==> config.mk <==
export PLATFORM = sky130hd
export DESIGN_NAME = acc_op_sequencer
export DESIGN_NICKNAME = d
export VERILOG_FILES = /design/src/rtl/acc_op_sequencer.sv
export SDC_FILE = /design/constraint.sdc
export NUM_CORES = 1
export LEC_CHECK = 0
export CAP_MARGIN = 40
export CORE_ASPECT_RATIO = 1.25
export CORE_MARGIN = 10
export CORE_UTILIZATION = 60
export CTS_BUF_LIST = sky130_fd_sc_hd__clkbuf_8
export CTS_CLUSTER_DIAMETER = 100
export DETAILED_ROUTE_END_ITERATION = 8
export HOLD_SLACK_MARGIN = 0.05
export PLACE_DENSITY = 0.86
export SYNTH_ARGS = -nofsm -noshare
export SYNTH_HDL_FRONTEND = slang
export SYNTH_SLANG_ARGS = --single-unit
==> constraint.sdc <==
create_clock -name clock -period 2.7 [get_ports clock]
set_input_delay 0.27 -clock clock [delete_from_list [all_inputs] [get_ports clock]]
set_output_delay 0.27 -clock clock [all_outputs]
set_load 0.005 [all_outputs]
==> src/rtl/acc_op_sequencer.sv <==
// Accumulator-group (0xF_) instruction sequencer: reads the accumulator over the shared bus,
// computes result and carry, writes back through load/increment controls. Owns the carry flag.
module acc_op_sequencer #(
    parameter int   W          = 4,
    parameter logic CARRY_INIT = 1'b0
) (
    input  logic         clock,
    input  logic         reset,
    input  logic         start,
    input  logic [3:0]   opcode,
    output logic         ready,
    output logic         done,
    output logic         illegal,
    output logic         acc_sel,
    input  logic [W-1:0] acc_rdata,
    output logic         acc_we,
    output logic         acc_inc,
    output logic [W-1:0] acc_wdata,
    output logic         carry
);

    typedef enum logic [2:0] {
        S_IDLE,
        S_READ,
        S_EXEC,
        S_WRITE,
        S_DONE
    } state_t;

    typedef enum logic [3:0] {
        OP_CLB = 4'h0, OP_CLC = 4'h1, OP_IAC = 4'h2, OP_CMC = 4'h3,
        OP_CMA = 4'h4, OP_RAL = 4'h5, OP_RAR = 4'h6, OP_TCC = 4'h7,
        OP_DAC = 4'h8, OP_TCS = 4'h9, OP_STC = 4'hA, OP_DAA = 4'hB,
        OP_KBP = 4'hC
    } op_t;

    state_t       state;
    logic [3:0]   op_q;
    logic [W-1:0] tmp;
    logic         we_q;
    logic         inc_q;
    logic         nc_q;
    logic         ill_q;

    logic [W-1:0] res;
    logic         nc;
    logic         do_we;
    logic         do_inc;
    logic         is_ill;
    logic [W:0]   daa_sum;

    // Result and new carry for the latched opcode, evaluated while in EXEC.
    // NOTE: every output of this block gets a default first so no latch is inferred.
    always_comb begin
        res     = '0;
        nc      = carry;
        do_we   = 1'b0;
        do_inc  = 1'b0;
        is_ill  = 1'b0;
        daa_sum = {1'b0, tmp} + (W+1)'(6);
        case (op_q)
            OP_CLB: begin do_we = 1'b1; res = '0; nc = 1'b0; end
            OP_CLC: nc = 1'b0;
            OP_IAC: begin do_inc = 1'b1; nc = (tmp == {W{1'b1}}); end
            OP_CMC: nc = ~carry;
            OP_CMA: begin do_we = 1'b1; res = ~tmp; end
            OP_RAL: begin do_we = 1'b1; res = {tmp[W-2:0], carry}; nc = tmp[W-1]; end
            OP_RAR: begin do_we = 1'b1; res = {carry, tmp[W-1:1]}; nc = tmp[0]; end
            OP_TCC: begin do_we = 1'b1; res = {{(W-1){1'b0}}, carry}; nc = 1'b0; end
            OP_DAC: begin do_we = 1'b1; res = tmp - W'(1); nc = (tmp != '0); end
            OP_TCS: begin do_we = 1'b1; res = carry ? W'(10) : W'(9); nc = 1'b0; end
            OP_STC: nc = 1'b1;
            OP_DAA: begin
                if (tmp > W'(9) || carry) begin
                    do_we = 1'b1;
                    res   = daa_sum[W-1:0];
                    nc    = daa_sum[W] ? 1'b1 : carry;
                end
            end
            OP_KBP: begin
                do_we = 1'b1;
                case (tmp)
                    W'(0):   res = W'(0);
                    W'(1):   res = W'(1);
                    W'(2):   res = W'(2);
                    W'(4):   res = W'(3);
                    W'(8):   res = W'(4);
                    default: res = {W{1'b1}};
                endcase
            end
            default: is_ill = 1'b1;
        endcase
    end

    // Write strobes are registered, but a reset arriving during WRITE must keep the
    // accumulator from loading on that same edge, so the synchronous reset masks them.
    assign acc_we  = we_q  & ~reset;
    assign acc_inc = inc_q & ~reset;

    // NOTE: sequential state uses non-blocking assignments only, so every register
    // sees the pre-edge values of its neighbours regardless of statement order.
    always_ff @(posedge clock) begin
        if (reset) begin
            state     <= S_IDLE;
            ready     <= 1'b1;
            done      <= 1'b0;
            illegal   <= 1'b0;
            acc_sel   <= 1'b0;
            we_q      <= 1'b0;
            inc_q     <= 1'b0;
            acc_wdata <= '0;
            carry     <= CARRY_INIT;
            op_q      <= '0;
            tmp       <= '0;
            nc_q      <= 1'b0;
            ill_q     <= 1'b0;
        end else begin
            case (state)
                S_IDLE: begin
                    if (start) begin
                        op_q    <= opcode;
                        acc_sel <= 1'b1;
                        ready   <= 1'b0;
                        state   <= S_READ;
                    end
                end
                S_READ: begin
                    tmp     <= acc_rdata;
                    acc_sel <= 1'b0;
                    state   <= S_EXEC;
                end
                S_EXEC: begin
                    we_q      <= do_we;
                    inc_q     <= do_inc;
                    acc_wdata <= do_we ? res : '0;
                    nc_q      <= nc;
                    ill_q     <= is_ill;
                    state     <= S_WRITE;
                end
                S_WRITE: begin
                    carry     <= nc_q;
                    we_q      <= 1'b0;
                    inc_q     <= 1'b0;
                    acc_wdata <= '0;
                    done      <= 1'b1;
                    illegal   <= ill_q;
                    state     <= S_DONE;
                end
                S_DONE: begin
                    done    <= 1'b0;
                    illegal <= 1'b0;
                    ready   <= 1'b1;
                    state   <= S_IDLE;
                end
                default: begin
                    ready <= 1'b1;
                    state <= S_IDLE;
                end
            endcase
        end
    end

endmodule

* Yosys cells after proc, flatten, opt, wreduce, memory -nomap -nowiden
Cells that the tools add are included.
** Storage, ports and cells
- Logic and storage cells :: 82
- Register bits :: 24
** Cells by class
- Magnitude comparators :: 1
- Bitwise gates (word level) :: 6
- $add $sub $neg :: 2
- Reductions and logical operators :: 15
- Equality and inequality tests :: 22
- Mux-type cells :: 23
** Operators by type and width (number)
- $pmux 4 s8 :: 1
- $eq 4x4->1 const B :: 7
- $eq 4x3->1 const B :: 5
- $pmux 4 s5 :: 1
- $pmux 1 s2 :: 7
- $reduce_or 13->1 :: 1
- $eq 4x2->1 const B :: 3
- $pmux 3 s4 :: 1
- $eq 4x1->1 const B :: 2
- $logic_not 4->1 :: 2
- $mux 4 :: 2
- $pmux 1 s8 :: 1
- $pmux 4 s2 :: 1
- $reduce_or 8->1 :: 1
- $mux 1 :: 7
- $eq 3x2->1 const B :: 2
- $reduce_and 2->1 :: 3
- $reduce_bool 2->1 :: 3
- $add 4x3->5 const B :: 1
- $gt 4x4->1 const B :: 1
- $not 4->4 :: 1
- $reduce_bool 4->1 :: 1
- $reduce_or 4->1 :: 1
- $sub 4x1->4 const B :: 1
- 10 further kinds :: 13

* Logic depth before layout (Yosys ltp)
- Depth in word-level cells :: 6
- Gate-level depth with buffers :: 7
- Depth with buffers taken out :: 6

* Worst setup path before layout
OpenSTA, ideal clock, no wires.
- Path kind :: reg-to-reg
- From :: register tmp[2]
- To :: register acc_wdata[3]
- Path buffers :: 1
- Slack :: 0.942 ns
- Clock period less this slack :: 1.758 ns
- Data required time :: 2.609 ns
- Data arrival time :: 1.667 ns
- Library setup time :: 0.091 ns
- Stages on the path, launching flop included :: 8
- Path through :: dfxtp_1 -> buf_2 -> inv_1 -> ha_1 -> a21bo_1 -> or3_1 -> a31o_1 -> a311oi_1
** On the way
- Word-level cells in the longest chain between the ends :: 6
- Elaborated cells on any way between the ends :: 16
- Classes of those cells :: add/sub: 2; order compare: 1; eq/ne: 4; mux: 7; reduce/logical: 2
** RTL lines
- start: declaration :: line 39 : logic [W-1:0] tmp;
- start signal: assignment :: line 128 : tmp <= acc_rdata;
- $gt 4x4->1 :: line 74 : if (tmp > W'(9) || carry) begin
- $logic_or 1x1->1 :: line 74
- $mux 4 or $mux 1 (tied branches) :: line 74
- $pmux 4 s8 or $pmux 1 s2 (tied branches) :: line 61 : case (op_q)
- $mux 4 * :: line 135 : acc_wdata <= do_we ? res : '0;
- $pmux 4 s2 * :: line 118 : case (state)
- end signal: assignment :: line 135
- end: declaration :: line 18 : output logic [W-1:0] acc_wdata,
Every way passes the cells marked *; elsewhere a longest branch is shown, timed or not.
A chain may end at the register's enable or synchronous reset.

* Final worst setup path
Ends and elaborated chain as after synthesis.

==> flow_summary.json <==
{
  "outcome": "completed",
  "area_growth_syn_to_layout_pct": 12.9,
  "wl_per_cell_um": 17.2,
  "multiInputGateArea_mm2": 0.00109,
  "finalCritPeriodShare_pct": 77.2,
  "clkSinkCount": 24,
  "r2r-end": "acc_wdata[3]$_SDFFE_PP0P_",
  "clock_skew_ns": 0.00561,
  "start_kind": "register",
  "portBuffers": 21,
  "reg2reg_depth": 6,
  "min_period_ns": 2.08,
  "nets": 237,
  "dr_wl_met3_um": 264,
  "syn_avg_cell_area_um2": 8.09,
  "htreeDepth": 1,
  "drv_slew": 0,
  "powerDensity_mw_per_mm2": 466,
  "path_max_fanout": 14,
  "grt_usage_pct": 16.7,
  "syn_inst": 210,
  "gp_congestion": 0.893,
  "detail-route-antenna-nets": 0,
  "cp.arrival_ns": 2.27,
  "start_util_pct": 62.7,
  "worstHoldPathType": "reg -> reg",
  "ys_seq_area_share_pct": 28.3,
  "dr.pass1.iters": 5,
  "fmax_ghz": 0.480,
  "synth_ff_type": "dfxtp_1",
  "die_w_um": 67.6,
  "rsz0062_at_grt": "false",
  "maxCapViolCount": 0,
  "hold_buffers": 0,
  "whs_endpoint": "we_q$_SDFFE_PP0P_",
  "diodes": 0,
  "highest_layer": "met4",
  "holdPathStages": 2,
  "wl_met2_mm": 2.12,
  "met1_length_mm": 1.88,
  "grt_max_degree": 25,
  "synth_edf_count": 0,
  "n_fill_cell": 220,
  "startpoint": "tmp[2]$_SDFFE_PP0P_",
  "drive_gt1_share_pct": 7.34,
  "hold_viol": 0,
  "cts-resized-gates": 0,
  "drcViolationCount": 0,
  "synthArstFlopShare_pct": 0,
  "worst-setup-path-type": "reg -> reg",
  "seq_area_um2": 480,
  "synth_area_mm2": 0.00170,
  "cts_root_buf": "clkbuf_8",
  "worstMarginPinSlew_ns": 0.677,
  "cts_made_buffers": 3,
  "design_area_mm2": 0.00192,
  "antenna_found_initial": 0,
  "syn_nets": 228,
  "ioPinCount": 22,
  "grt-ovfl-total": 0,
  "ys_types": 58,
  "vias": 1595,
  "final.setup.tns_ns": 0,
  "rows": 21,
  "hp-start": "we_q$_SDFFE_PP0P_",
  "endpoint_kind": "register",
  "clk-insertion-delay-late_ns": 0.27,
  "ff2ff_setup_slack_ns": 0.62,
  "cts_tree": "yes",
  "synth-seq-cells": 24,
  "postRouteWirelength_mm": 4.34,
  "dp.final_hpwl_mm": 3.12,
  "place_area_mm2": 0.00186,
  "setup_violations": 0,
  "grt_pass1_vias": 1474,
  "die_y_um": 79.5,
  "slew_headroom_pct": 54.8,
  "r2r-start": "tmp[2]$_SDFFE_PP0P_",
  "coreArea_mm2": 0.00271,
  "post-place-ws_ns": 0.665,
  "crit_required_ns": 2.89,
  "grt_pass1_wl_mm": 7.29,
  "p_leak_nw": 0.630,
  "worst_slack_ns": 0.617,
  "vdd_drop_max_mv": 0.485,
  "viasPerCell": 6.33,
  "postLayoutCoreUtil_pct": 70.8,
  "clk_path_buf_depth": 2,
  "synth_warnings": 0,
  "drt_iter0_markers": 160,
  "clk_pin_slew_ns": 0.09,
  "postCtsSetupRepairBufs": 0,
  "total_power_uw": 892,
  "die_area_mm2": 0.00537
}
[worst max-delay path by stage]
stage,end,slack [ns],cells past startpoint
2_1_floorplan,acc_wdata[3]$_SDFFE_PP0P_,0.94,7
3_3_place_gp,acc_wdata[3]$_SDFFE_PP0P_,0.68,6
3_5_place_dp,acc_wdata[3]$_SDFFE_PP0P_,0.66,6
4_1_cts,acc_wdata[3]$_SDFFE_PP0P_,0.65,6
5_1_grt,we_q$_SDFFE_PP0P_,0.44,6
6_report,acc_wdata[3]$_SDFFE_PP0P_,0.62,6
[registers in the layout, summed over array words and instances (netlist names)]
register   flops
acc_sel        1
ready          1
carry          1
tmp            4
state          3
illegal        1
op_q           4
inc_q          1
we_q           1
nc_q           1
acc_wdata      4
ill_q          1
done           1
[layer usage]
metal / track usage (%) / up-vias
met5: 0 / -
met3: 3.37 / 8
met1: 22.2 / 751
met4: 4.53 / 0
met2: 26.2 / 56
li1: - / 780
[kinds of logic (layout without fill, tap and decap cells)]
logic type / count (synthesis) / count (layout) / share of synthesized area, %
compound gates: 54 / 54 / 24.0
simple gates: 90 / 90 / 29.3
mux: 8 / 8 / 5.01
buf+inv: 25 / 33 / 7.22
fa+ha+maj: 7 / 7 / 5.16
xor+xnor: 2 / 2 / 1.03
flops: 24 / 24 / 28.3
[report_power, final]
part           switching (mW)  internal [mW]
combinational           0.108          0.105
clock                   0.118          0.130
sequential             0.0565          0.375
[layout make-up]
type / instances / area share, %
clock buffer: 4 / 2.87
timing repair buffer: 22 / 11.4
multi-input combinational: 161 / 57.1
inverter: 7 / 1.37
sequential: 24 / 25.1
tap: 34 / 2.22
[stage by stage]
step / hold slack [ns] / cells
floorplan: 0.409 / 210
global placement: 0.438 / 248
detailed placement: 0.455 / 248
CTS: 0.468 / 252
global route: 0.487 / 252
finish: 0.465 / 252
[cell usage after synthesis (2+ instances only)]
| library cell | instances | area share [%] |
|---|---|---|
| nor2_1 | 27 | 6.0 |
| dfxtp_1 | 24 | 28 |
| a21oi_1 | 16 | 4.7 |
| buf_2 | 11 | 3.2 |
| nand2_1 | 11 | 2.4 |
| ha_1 | 7 | 5.2 |
| mux2i_1 | 7 | 4.1 |
| nand2b_1 | 7 | 2.6 |
| nor3_1 | 7 | 2.1 |
| inv_1 | 6 | 1.3 |
| o21ai_0 | 6 | 1.8 |
| nand3_1 | 5 | 1.5 |
| nor2b_1 | 5 | 1.8 |
| nand3b_1 | 4 | 1.8 |
| a2111oi_0 | 3 | 1.5 |
| a311oi_1 | 3 | 1.5 |
| clkbuf_1 | 3 | 0.66 |
| nor3b_1 | 3 | 1.3 |
| nor4_1 | 3 | 1.1 |
| o31ai_1 | 3 | 1.3 |
| or2_1 | 3 | 1.1 |
| a211oi_1 | 2 | 0.88 |
| a221oi_2 | 2 | 1.8 |
| a22oi_1 | 2 | 0.88 |
| and2_1 | 2 | 0.74 |
| buf_4 | 2 | 0.88 |
| nand4b_1 | 2 | 1.0 |
| nor3_2 | 2 | 1.2 |
| o311a_1 | 2 | 1.2 |
| xnor2_1 | 2 | 1.0 |
[cells in the final DEF, fill, tap and decap left out, types with 2 or more instances in the layout]
master	netlist	routed
a2111oi_0	3	3
a211oi_1	2	2
a21oi_1	16	16
a221oi_2	2	2
a22oi_1	2	2
a311oi_1	3	3
and2_1	2	2
clkbuf_8	0	4
clkdlybuf4s50_1	0	21
dfxtp_1	24	24
ha_1	7	7
inv_1	6	6
mux2i_1	7	7
nand2_1	11	11
nand2b_1	7	7
nand3_1	5	5
nand3b_1	4	4
nand4b_1	2	2
nor2_1	27	27
nor2b_1	5	5
nor3_1	7	7
nor3_2	2	2
nor3b_1	3	3
nor4_1	3	3
o21ai_0	6	6
o311a_1	2	2
o31ai_1	3	3
or2_1	3	3
xnor2_1	2	2
[worst max-delay path, cell delays in order, from the launching register on]
cell and delay, ns:
dfxtp_1 0.65, inv_1 0.19, ha_1 0.23, a21bo_1 0.20, or3_1 0.30, a31o_1 0.24
a311oi_1 0.19
No activity file was read; power rests on OpenSTA's default activity.
